--- src/rtl/cpu_dbg_pkg.sv ---
// Shared debug package for the CPU trace logic.
//  - Trace FSM state encodings (IDLE/ARMED/RUN/DONE), exposed on the state port.
//  - Trace entry layout: 64 bits, pc in [63:32], alu_result in [31:0].
//  - Helper function that packs one {pc, alu_result} sample into an entry.
package cpu_dbg_pkg;

  localparam int TRACE_W = 64;

  localparam logic [1:0] TRC_IDLE  = 2'd0;
  localparam logic [1:0] TRC_ARMED = 2'd1;
  localparam logic [1:0] TRC_RUN   = 2'd2;
  localparam logic [1:0] TRC_DONE  = 2'd3;

  typedef struct packed {
    logic [31:0] pc;
    logic [31:0] result;
  } trace_entry_t;

  function automatic trace_entry_t pack_entry(input logic [31:0] pc_in,
                                              input logic [31:0] result_in);
    trace_entry_t e;
    e.pc     = pc_in;
    e.result = result_in;
    return e;
  endfunction

endpackage

--- src/rtl/trace_ram.sv ---
// Trace storage: DEPTH x TRACE_W words, synchronous write, asynchronous read.
// Ports:
//  clk    in   1             write clock
//  we     in   1             write enable
//  waddr  in   $clog2(DEPTH) write address
//  wdata  in   TRACE_W       write data
//  raddr  in   $clog2(DEPTH) read address
//  rdata  out  TRACE_W       combinational read of mem[raddr]
// Contents are intentionally not reset.
module trace_ram
  import cpu_dbg_pkg::*;
#(
  parameter int DEPTH = 16
) (
  input  logic                     clk,
  input  logic                     we,
  input  logic [$clog2(DEPTH)-1:0] waddr,
  input  logic [TRACE_W-1:0]       wdata,
  input  logic [$clog2(DEPTH)-1:0] raddr,
  output logic [TRACE_W-1:0]       rdata
);

  logic [TRACE_W-1:0] mem [DEPTH];

  // Synchronous write port.
  always_ff @(posedge clk) begin
    if (we) begin
      mem[waddr] <= wdata;
    end
  end

  assign rdata = mem[raddr];

endmodule

--- src/rtl/cpu_trace_buffer.sv ---
// Passive trace recorder for the cpu_top result interface.
// Once armed, waits for pc == trig_pc, then records one {pc, alu_result}
// entry per new pc value into a circular buffer drained over a valid/ready port.
// Ports:
//  clk, rst            clock, synchronous active-high reset
//  pc, alu_result      observed core outputs, sampled every cycle
//  arm                 pulse: flush, clear overflow, enter ARMED (highest priority)
//  stop                pulse: RUN -> DONE (ignored in other states)
//  trig_pc             pc value that starts capture
//  rd_ready            reader accepts head entry
//  rd_valid            head entry available
//  rd_pc, rd_result    head entry fields (meaningless while rd_valid = 0)
//  level               entries held, 0..DEPTH
//  overflow            sticky: an entry was dropped or overwritten
//  state               IDLE=0, ARMED=1, RUN=2, DONE=3
// WRAP = 0 stops capture when the buffer fills; WRAP = 1 overwrites the oldest entry.
module cpu_trace_buffer
  import cpu_dbg_pkg::*;
#(
  parameter int DEPTH = 16,
  parameter bit WRAP  = 1'b0
) (
  input  logic                     clk,
  input  logic                     rst,
  input  logic [31:0]              pc,
  input  logic [31:0]              alu_result,
  input  logic                     arm,
  input  logic                     stop,
  input  logic [31:0]              trig_pc,
  input  logic                     rd_ready,
  output logic                     rd_valid,
  output logic [31:0]              rd_pc,
  output logic [31:0]              rd_result,
  output logic [$clog2(DEPTH):0]   level,
  output logic                     overflow,
  output logic [1:0]               state
);

  localparam int AW = $clog2(DEPTH);
  localparam int LW = AW + 1;
  localparam logic [LW-1:0] LEVEL_FULL = LW'(DEPTH);

  logic [AW-1:0] wr_ptr;
  logic [AW-1:0] rd_ptr;
  logic [31:0]   last_pc;
  logic          first;

  logic [AW-1:0] wr_ptr_n;
  logic [AW-1:0] rd_ptr_n;
  logic [LW-1:0] level_n;
  logic          overflow_n;
  logic [1:0]    state_n;
  logic [31:0]   last_pc_n;
  logic          first_n;

  logic          trig_hit;
  logic          push;
  logic          pop;
  logic          full;
  logic          we;
  trace_entry_t  wr_entry;
  trace_entry_t  rd_entry;

  assign trig_hit = (pc == trig_pc);
  assign full     = (level == LEVEL_FULL);
  assign rd_valid = (level != {LW{1'b0}});
  assign pop      = rd_valid & rd_ready;
  // The trigger sample itself is captured, so ARMED+hit counts as a capture cycle.
  assign push     = ((state == TRC_RUN) || ((state == TRC_ARMED) && trig_hit)) &&
                    (first || (pc != last_pc));
  assign wr_entry = pack_entry(pc, alu_result);

  trace_ram #(.DEPTH(DEPTH)) u_ram (
    .clk   (clk),
    .we    (we),
    .waddr (wr_ptr),
    .wdata (wr_entry),
    .raddr (rd_ptr),
    .rdata (rd_entry)
  );

  assign rd_pc     = rd_entry.pc;
  assign rd_result = rd_entry.result;

  // Next-state logic for FSM, pointers, level, change detect and overflow.
  always_comb begin
    wr_ptr_n   = wr_ptr;
    rd_ptr_n   = rd_ptr;
    level_n    = level;
    overflow_n = overflow;
    state_n    = state;
    last_pc_n  = last_pc;
    first_n    = first;
    we         = 1'b0;
    if (arm) begin
      // Flush discards any unread entries and restarts change detection.
      wr_ptr_n   = {AW{1'b0}};
      rd_ptr_n   = {AW{1'b0}};
      level_n    = {LW{1'b0}};
      overflow_n = 1'b0;
      first_n    = 1'b1;
      state_n    = TRC_ARMED;
    end else begin
      if (push) begin
        last_pc_n = pc;
        first_n   = 1'b0;
        if (!full || pop) begin
          we       = 1'b1;
          wr_ptr_n = wr_ptr + AW'(1);
          if (pop) begin
            rd_ptr_n = rd_ptr + AW'(1);
          end else begin
            level_n = level + LW'(1);
          end
        end else if (WRAP) begin
          // Overwrite the oldest entry: head moves along with the tail.
          we         = 1'b1;
          wr_ptr_n   = wr_ptr + AW'(1);
          rd_ptr_n   = rd_ptr + AW'(1);
          overflow_n = 1'b1;
        end else begin
          overflow_n = 1'b1;
        end
      end else if (pop) begin
        rd_ptr_n = rd_ptr + AW'(1);
        level_n  = level - LW'(1);
      end else begin
        level_n = level;
      end

      case (state)
        TRC_ARMED: state_n = trig_hit ? TRC_RUN : TRC_ARMED;
        TRC_RUN:   state_n = stop ? TRC_DONE : TRC_RUN;
        TRC_IDLE:  state_n = TRC_IDLE;
        TRC_DONE:  state_n = TRC_DONE;
        default:   state_n = TRC_IDLE;
      endcase

      // Auto-stop is evaluated after the push that fills the buffer.
      if (!WRAP && push && (level != LEVEL_FULL) && (level_n == LEVEL_FULL)) begin
        state_n = TRC_DONE;
      end else begin
        state_n = state_n;
      end
    end
  end

  // State registers with synchronous reset; memory contents are not reset.
  always_ff @(posedge clk) begin
    if (rst) begin
      wr_ptr   <= {AW{1'b0}};
      rd_ptr   <= {AW{1'b0}};
      level    <= {LW{1'b0}};
      overflow <= 1'b0;
      state    <= TRC_IDLE;
      last_pc  <= 32'h0000_0000;
      first    <= 1'b1;
    end else begin
      wr_ptr   <= wr_ptr_n;
      rd_ptr   <= rd_ptr_n;
      level    <= level_n;
      overflow <= overflow_n;
      state    <= state_n;
      last_pc  <= last_pc_n;
      first    <= first_n;
    end
  end

endmodule

--- config.mk ---
export PLATFORM = sky130hd
export DESIGN_NAME = cpu_trace_buffer
export DESIGN_NICKNAME = d
export VERILOG_FILES = /design/src/rtl/cpu_dbg_pkg.sv /design/src/rtl/trace_ram.sv /design/src/rtl/cpu_trace_buffer.sv
export SDC_FILE = /design/constraint.sdc
export NUM_CORES = 1
export LEC_CHECK = 0
export ABC_AREA = 1
export CORE_MARGIN = 2
export CORE_UTILIZATION = 35
export DETAILED_ROUTE_END_ITERATION = 12
export SYNTH_ARGS = -nofsm -noshare
export SYNTH_HDL_FRONTEND = slang
export SYNTH_HIERARCHICAL = 1
export SYNTH_SLANG_ARGS = --single-unit
--- constraint.sdc ---
create_clock -name clk -period 4.8 [get_ports clk]
set_input_delay 0.72 -clock clk [delete_from_list [all_inputs] [get_ports clk]]
set_output_delay 0.72 -clock clk [all_outputs]
set_load 0.005 [all_outputs]
=== After elaboration in Yosys (flattened, before gate mapping) ===
Memories as Yosys holds them, arrays and structs flattened. A register that Yosys moved wholly into a read port is not among the register bits.
Cells that the tools add are included.

* $add $sub $neg: 4
* $mul: 0
* Divide/modulo/power cells: 0
* Order comparisons: 0
* Equal/unequal tests: 9
* Shift-type cells: 0
* Multiplexer cells: 20
* Bitwise gates (word level): 3
* Reductions and logical operators: 14

{| class="wikitable"
|+ Operators with widths
! operator !! number
|-
| $eq 32x32->1 || 1
|-
| $ne 32x32->1 || 1
|-
| $mux 5 || 5
|-
| $mux 4 || 5
|-
| $eq 5x5->1 const B || 2
|-
| $add 4x1->4 const B || 2
|-
| $pmux 2 s4 || 1
|-
| $mux 1 || 7
|-
| $reduce_and 2->1 || 3
|-
| $add 5x1->5 const B || 1
|-
| $ne 5x5->1 const B || 1
|-
| $reduce_bool 5->1 || 1
|-
| $sub 5x1->5 const B || 1
|-
| $eq 2x2->1 const B || 2
|-
| $logic_and 1x1->1 || 4
|-
| $mux 2 || 2
|-
| $logic_or 1x1->1 || 3
|-
| $eq 2x1->1 const B || 1
|-
| $logic_not 2->1 || 1
|-
| $ne 2x1->1 const B || 1
|-
| $not 1->1 || 2
|-
| $reduce_or 2->1 || 1
|-
| $and 1x1->1 || 1
|-
| $logic_not 1->1 || 1
|}

* Flip-flop bits (word level): 49
* Latch bits: 0
* Bits in writable memories: 1024
* Memory bits (read-only): 0
* Output and inout port bits: 73
* Word-level logic and storage cells: 59
* Memories kept: 1

{| class="wikitable"
|+ Memories
! memory !! words !! bits a word !! read ports !! clocked after memory_dff !! write ports !! RTL line !! text
|-
| u_ram.mem || 16 || 64 || 1 || 1 || 1 || trace_ram.sv:23 || <nowiki>logic [TRACE_W-1:0] mem [DEPTH];</nowiki>
|}

=== Depth between registers and ports, before layout ===
* Word-level depth: 10
* Mapped depth: 15

=== Modules after synthesis ===
Netlist, hierarchy kept.

{| class="wikitable"
|+ By module, submodules not included
! module !! times used !! cells an instance !! area an instance (um^2) !! seq. area each (um^2)
|-
| trace_ram || 1 || 4146 || 44004.7 || 30749.5
|-
| cpu_trace_buffer || 1 || 465 || 3070.4 || 980.9
|}

=== Worst setup path after synthesis ===
Ideal clock, no wire load.

* Kind: input-to-reg
* Start point: in pc[27]
* End point: mem u_ram.mem[12][0], enable pin
* Library setup time: 0.487 ns
* Arrival: 4.669 ns
* Path slack: -0.356 ns
* Stages on the path: 15
* Path buffers: 0
* Path through: inv_1 > nand2_1 > nand2_1 > nand2_1 > nor2_1 > nand2_1 > nor2_2 > nand3_2 > nand2_4 > nand2_4 > inv_6 > nand2_2 > nor2_1 > nand3_1 > nor2_1

* Word-level cells in the longest chain between the ends: 8

{| class="wikitable"
|+ RTL lines
! what !! RTL line !! text
|-
| start: declaration || cpu_trace_buffer.sv:25 || <nowiki>input logic [31:0] pc,</nowiki>
|-
| $eq 32x32->1 || cpu_trace_buffer.sv:64 || <nowiki>assign trig_hit = (pc == trig_pc);</nowiki>
|-
| $logic_and 1x1->1 || cpu_trace_buffer.sv:69 || <nowiki>assign push = ((state == TRC_RUN) || ((state == TRC_ARMED) && trig_hit)) &&</nowiki>
|-
| $logic_or 1x1->1 || cpu_trace_buffer.sv:69 ||
|-
| $logic_and 1x1->1 (*) || cpu_trace_buffer.sv:69 ||
|-
| $mux 1 (*) || cpu_trace_buffer.sv:104 || <nowiki>if (push) begin</nowiki>
|-
| $mux 1 (*) || cpu_trace_buffer.sv:95 || <nowiki>if (arm) begin</nowiki>
|-
| net we || cpu_trace_buffer.sv:60 || <nowiki>logic we;</nowiki>
|-
| $mux 1 (*) || trace_ram.sv:27 || <nowiki>if (we) begin</nowiki>
|-
| $mux 1 (implied by the code) (*) || trace_ram.sv:28 || <nowiki>mem[waddr] <= wdata;</nowiki>
|-
| end: declaration || trace_ram.sv:23 ||
|}

The timed path passes the listed nets; every way through them passes the cells marked *.

==> out/metrics.yaml <==
status: "finished clean"
routed_via_density: 4.77
fp.dieArea_um2: 137000
path_max_fanout: 216
reg2reg_slack_ns: 1.61
diodes: 0
vias: 31600
cp_top_family: "buffers and inverters"
avgSynthCellArea_um2: 10.2
hold_viol: 0
layout_setup_ws_ns: 0.470
cp_data_arrival_time_ns: 3.61
min_to: "last_pc[2]"
hpwlAfterDp_mm: 69.1
dp_slack_ns: 0.315
timing.critical_path.mode_cell: "nand2_1"
cts.sinks: 1073
slowest_delay_ns: 0.56
grt_max_degree: 217
wl_per_cell_um: 18.8
power_mw: 19.6
worst-path-buf-inv: 2
r2r_start: "level[0]"
ys_seq_area_share_pct: 67.4
grt-ovfl-total: 0
numCtsBuffers: 109
crit_chain: "buf_12 -> nand2_1 -> nand2_1 -> nand2_1 -> nand3_1 -> nand3_1 -> nand2_1 -> clkdlybuf4s50_1"
clock_latency_ns: 0.73
drtAntennaViolNets: 0
core_um2: 133000
syn_area_um2: 47100
setup_viol: 0
antenna_found_initial: 4
die-width_um: 371
cap_viol_max_count: 0
period_minus_slack_ns: 4.33
fillers: 12800
cts_setup_buffers: 0
start_kind: "flip-flop"
dr.pass1.iters: 5
ys_ff_latch: 1073
regToRegEndpoint: "u_ram/mem[15][11]"
grt_pass1_wl_mm: 189
wl_mm: 125
clk_pin_slew_ns: 0.06
finalMaxSlewViolations: 0
drive_gt1_share_pct: 5.74
cts_hold_buf: 0
end_kind: "output port"
clk_path_buf_depth: 3
syn2layout_area_growth_pct: 15.6
cts_resized: 0
rows: 134
p_per_area_nw_per_um2: 360
netlist_instances: 4611
slew-limit-headroom_pct: 7.11
h-tree-depth: 3
drc: 0
fin_nets: 4875
cts-root-buf: "clkbuf_16"
port_buffers: 173
ff2ff_path_depth: 10
top_level_ports: 174
power.leakage_nw: 22.3
fin_tns_setup_ns: 0
ys_warn_count: 6
die_height_um: 371
drt_iter0_drc: 2957
holdPathStages: 2
synth_nets: 4717
slowest_stage: "clkdlybuf4s50_1"
min_period_over_period_pct: 90.2
vdd_drop_max_mv: 0.260
ys_types: 35
grt_pass1_vias: 30700
fin_skew_ns: 0.0328
holdCritPathClass: "reg2reg"
fmaxAchievable_mhz: 231
rsz0062_at_grt: "false"
worst_slew_pin_slew_ns: 1.39
critical_path_class: "reg2out"
cts_tree: "yes"
start_util_pct: 35.3
track_usage_pct: 17.9
gp_congestion: 0.806
required_ns: 4.08
hold_path_startpoint: "last_pc[2]"
worst register-to-register path: stages, from the launching register on:
cell     delay (ns)
dfxtp_1        0.39
inv_1          0.12
ha_1           0.23
nand3_1        0.18
nor2_1         0.10
inv_1          0.16
nand2_2        0.13
nor2_1         0.40
nand3_1        0.41
nor2_4         0.27
buf_12         0.37
Yosys cell counts (all sizes together):
master  count  area share, %
a211oi      1          0.016
a21oi      42           0.45
a31oi       1          0.013
buf       197            2.9
clkbuf     25           0.20
dfxtp      49            2.1
edfxtp   1024             65
ha          5           0.13
inv       845            6.8
nand2    1472             12
nand3     798            8.5
nand3b      3          0.048
nand4      10           0.13
nor2       55           0.45
nor3        3          0.043
o21a        1          0.016
o21ai      37           0.39
o221ai      1          0.019
o22ai       2          0.027
or2         2          0.027
xnor2      28           0.52
xor2       10           0.19
power by group:
group,internal (mW),leakage (nW),switching [mW]
Sequential,10.3,9.60,0.0113
Clock,4.71,1.68,3.59
Combinational,0.359,11.0,0.680
Total,15.3,22.3,4.28
flip-flops by register name (all words and copies together) (netlist names):
signal / flops
u_ram/mem: 1024
last_pc: 32
rd_ptr: 4
overflow: 1
wr_ptr: 4
first: 1
state: 2
level: 5
placed cells by master, fill, tap and decap left out, types with 3 or more instances in the layout:
| master | synthesis | routed |
|---|---|---|
| nand2_1 | 1468 | 1468 |
| clkdlybuf4s50_1 | 0 | 173 |
| edfxtp_1 | 1024 | 1024 |
| o21ai_1 | 20 | 20 |
| buf_12 | 0 | 38 |
| dfxtp_4 | 0 | 4 |
| clkbuf_4 | 0 | 3 |
| nor2_1 | 53 | 37 |
| clkbuf_1 | 25 | 31 |
| inv_6 | 2 | 3 |
| nor2_4 | 0 | 16 |
| clkinv_1 | 0 | 26 |
| a21oi_1 | 42 | 42 |
| clkinv_16 | 0 | 3 |
| clkinv_2 | 0 | 11 |
| nand3b_1 | 3 | 3 |
| clkinvlp_4 | 0 | 3 |
| inv_1 | 838 | 837 |
| bufinv_16 | 0 | 8 |
| inv_2 | 5 | 3 |
| xor2_1 | 10 | 10 |
| nand3_1 | 796 | 796 |
| nand4_1 | 10 | 10 |
| buf_4 | 17 | 58 |
| ha_1 | 5 | 5 |
| o21ai_0 | 17 | 17 |
| dfxtp_1 | 49 | 45 |
| xnor2_1 | 28 | 28 |
| clkbuf_16 | 0 | 110 |
worst max path at each step:
| stage | end | depth (start not counted) | slack [ns] | from |
|---|---|---|---|---|
| floorplan | u_ram/mem[12][0] | 15 | -0.36 | pc[27] |
| global placement | u_ram/mem[15][0] | 16 | 0.33 | pc[5] |
| detailed placement | u_ram/mem[15][0] | 16 | 0.31 | pc[5] |
| CTS | rd_result[15] | 9 | 0.51 | rd_ptr[0] |
| global route | rd_result[15] | 9 | 0.29 | rd_ptr[0] |
| finish | rd_result[9] | 8 | 0.47 | rd_ptr[0] |
through the flow:
step           instances  util [%]  cell area (um2)  hold slack, ns
6_report            6627      40.8            54400           0.474
4_1_cts             6627      40.8            54400           0.474
5_1_grt             6627      40.8            54400           0.495
2_1_floorplan       4611         -            47100           0.441
3_3_place_gp        6426      38.2            50900           0.461
3_5_place_dp        6426      38.2            50900           0.463
cell families after synthesis:
| kind of cell | share of synthesized area, % |
|---|---|
| and+or+nand+nor | 21.0 |
| DFF | 67.4 |
| buffers and inverters | 9.81 |
| AOI/OAI and AO/OA | 0.930 |
| xor gates and xnor gates | 0.707 |
| adders and majority gates | 0.133 |
layer usage:
layer	vias to the layer above	global-route usage [%]	wire (um)
li1	15200	-	-
met1	15400	23.9	54400
met2	898	30.6	61100
met3	156	2.61	6730
met4	8	4.73	2520
met5	-	0	46
area by class of cell:
type | count | area, um2 | area share, %
clock buffer | 146 | 2920 | 5.36
clock inverter | 55 | 559 | 1.03
sequential | 1073 | 31700 | 58.3
multi-input combinational | 2471 | 10800 | 19.9
timing repair buffer | 269 | 2930 | 5.38
inverter | 845 | 3210 | 5.90
tap | 1768 | 2210 | 4.07
Power figures use the tool's default switching activity.
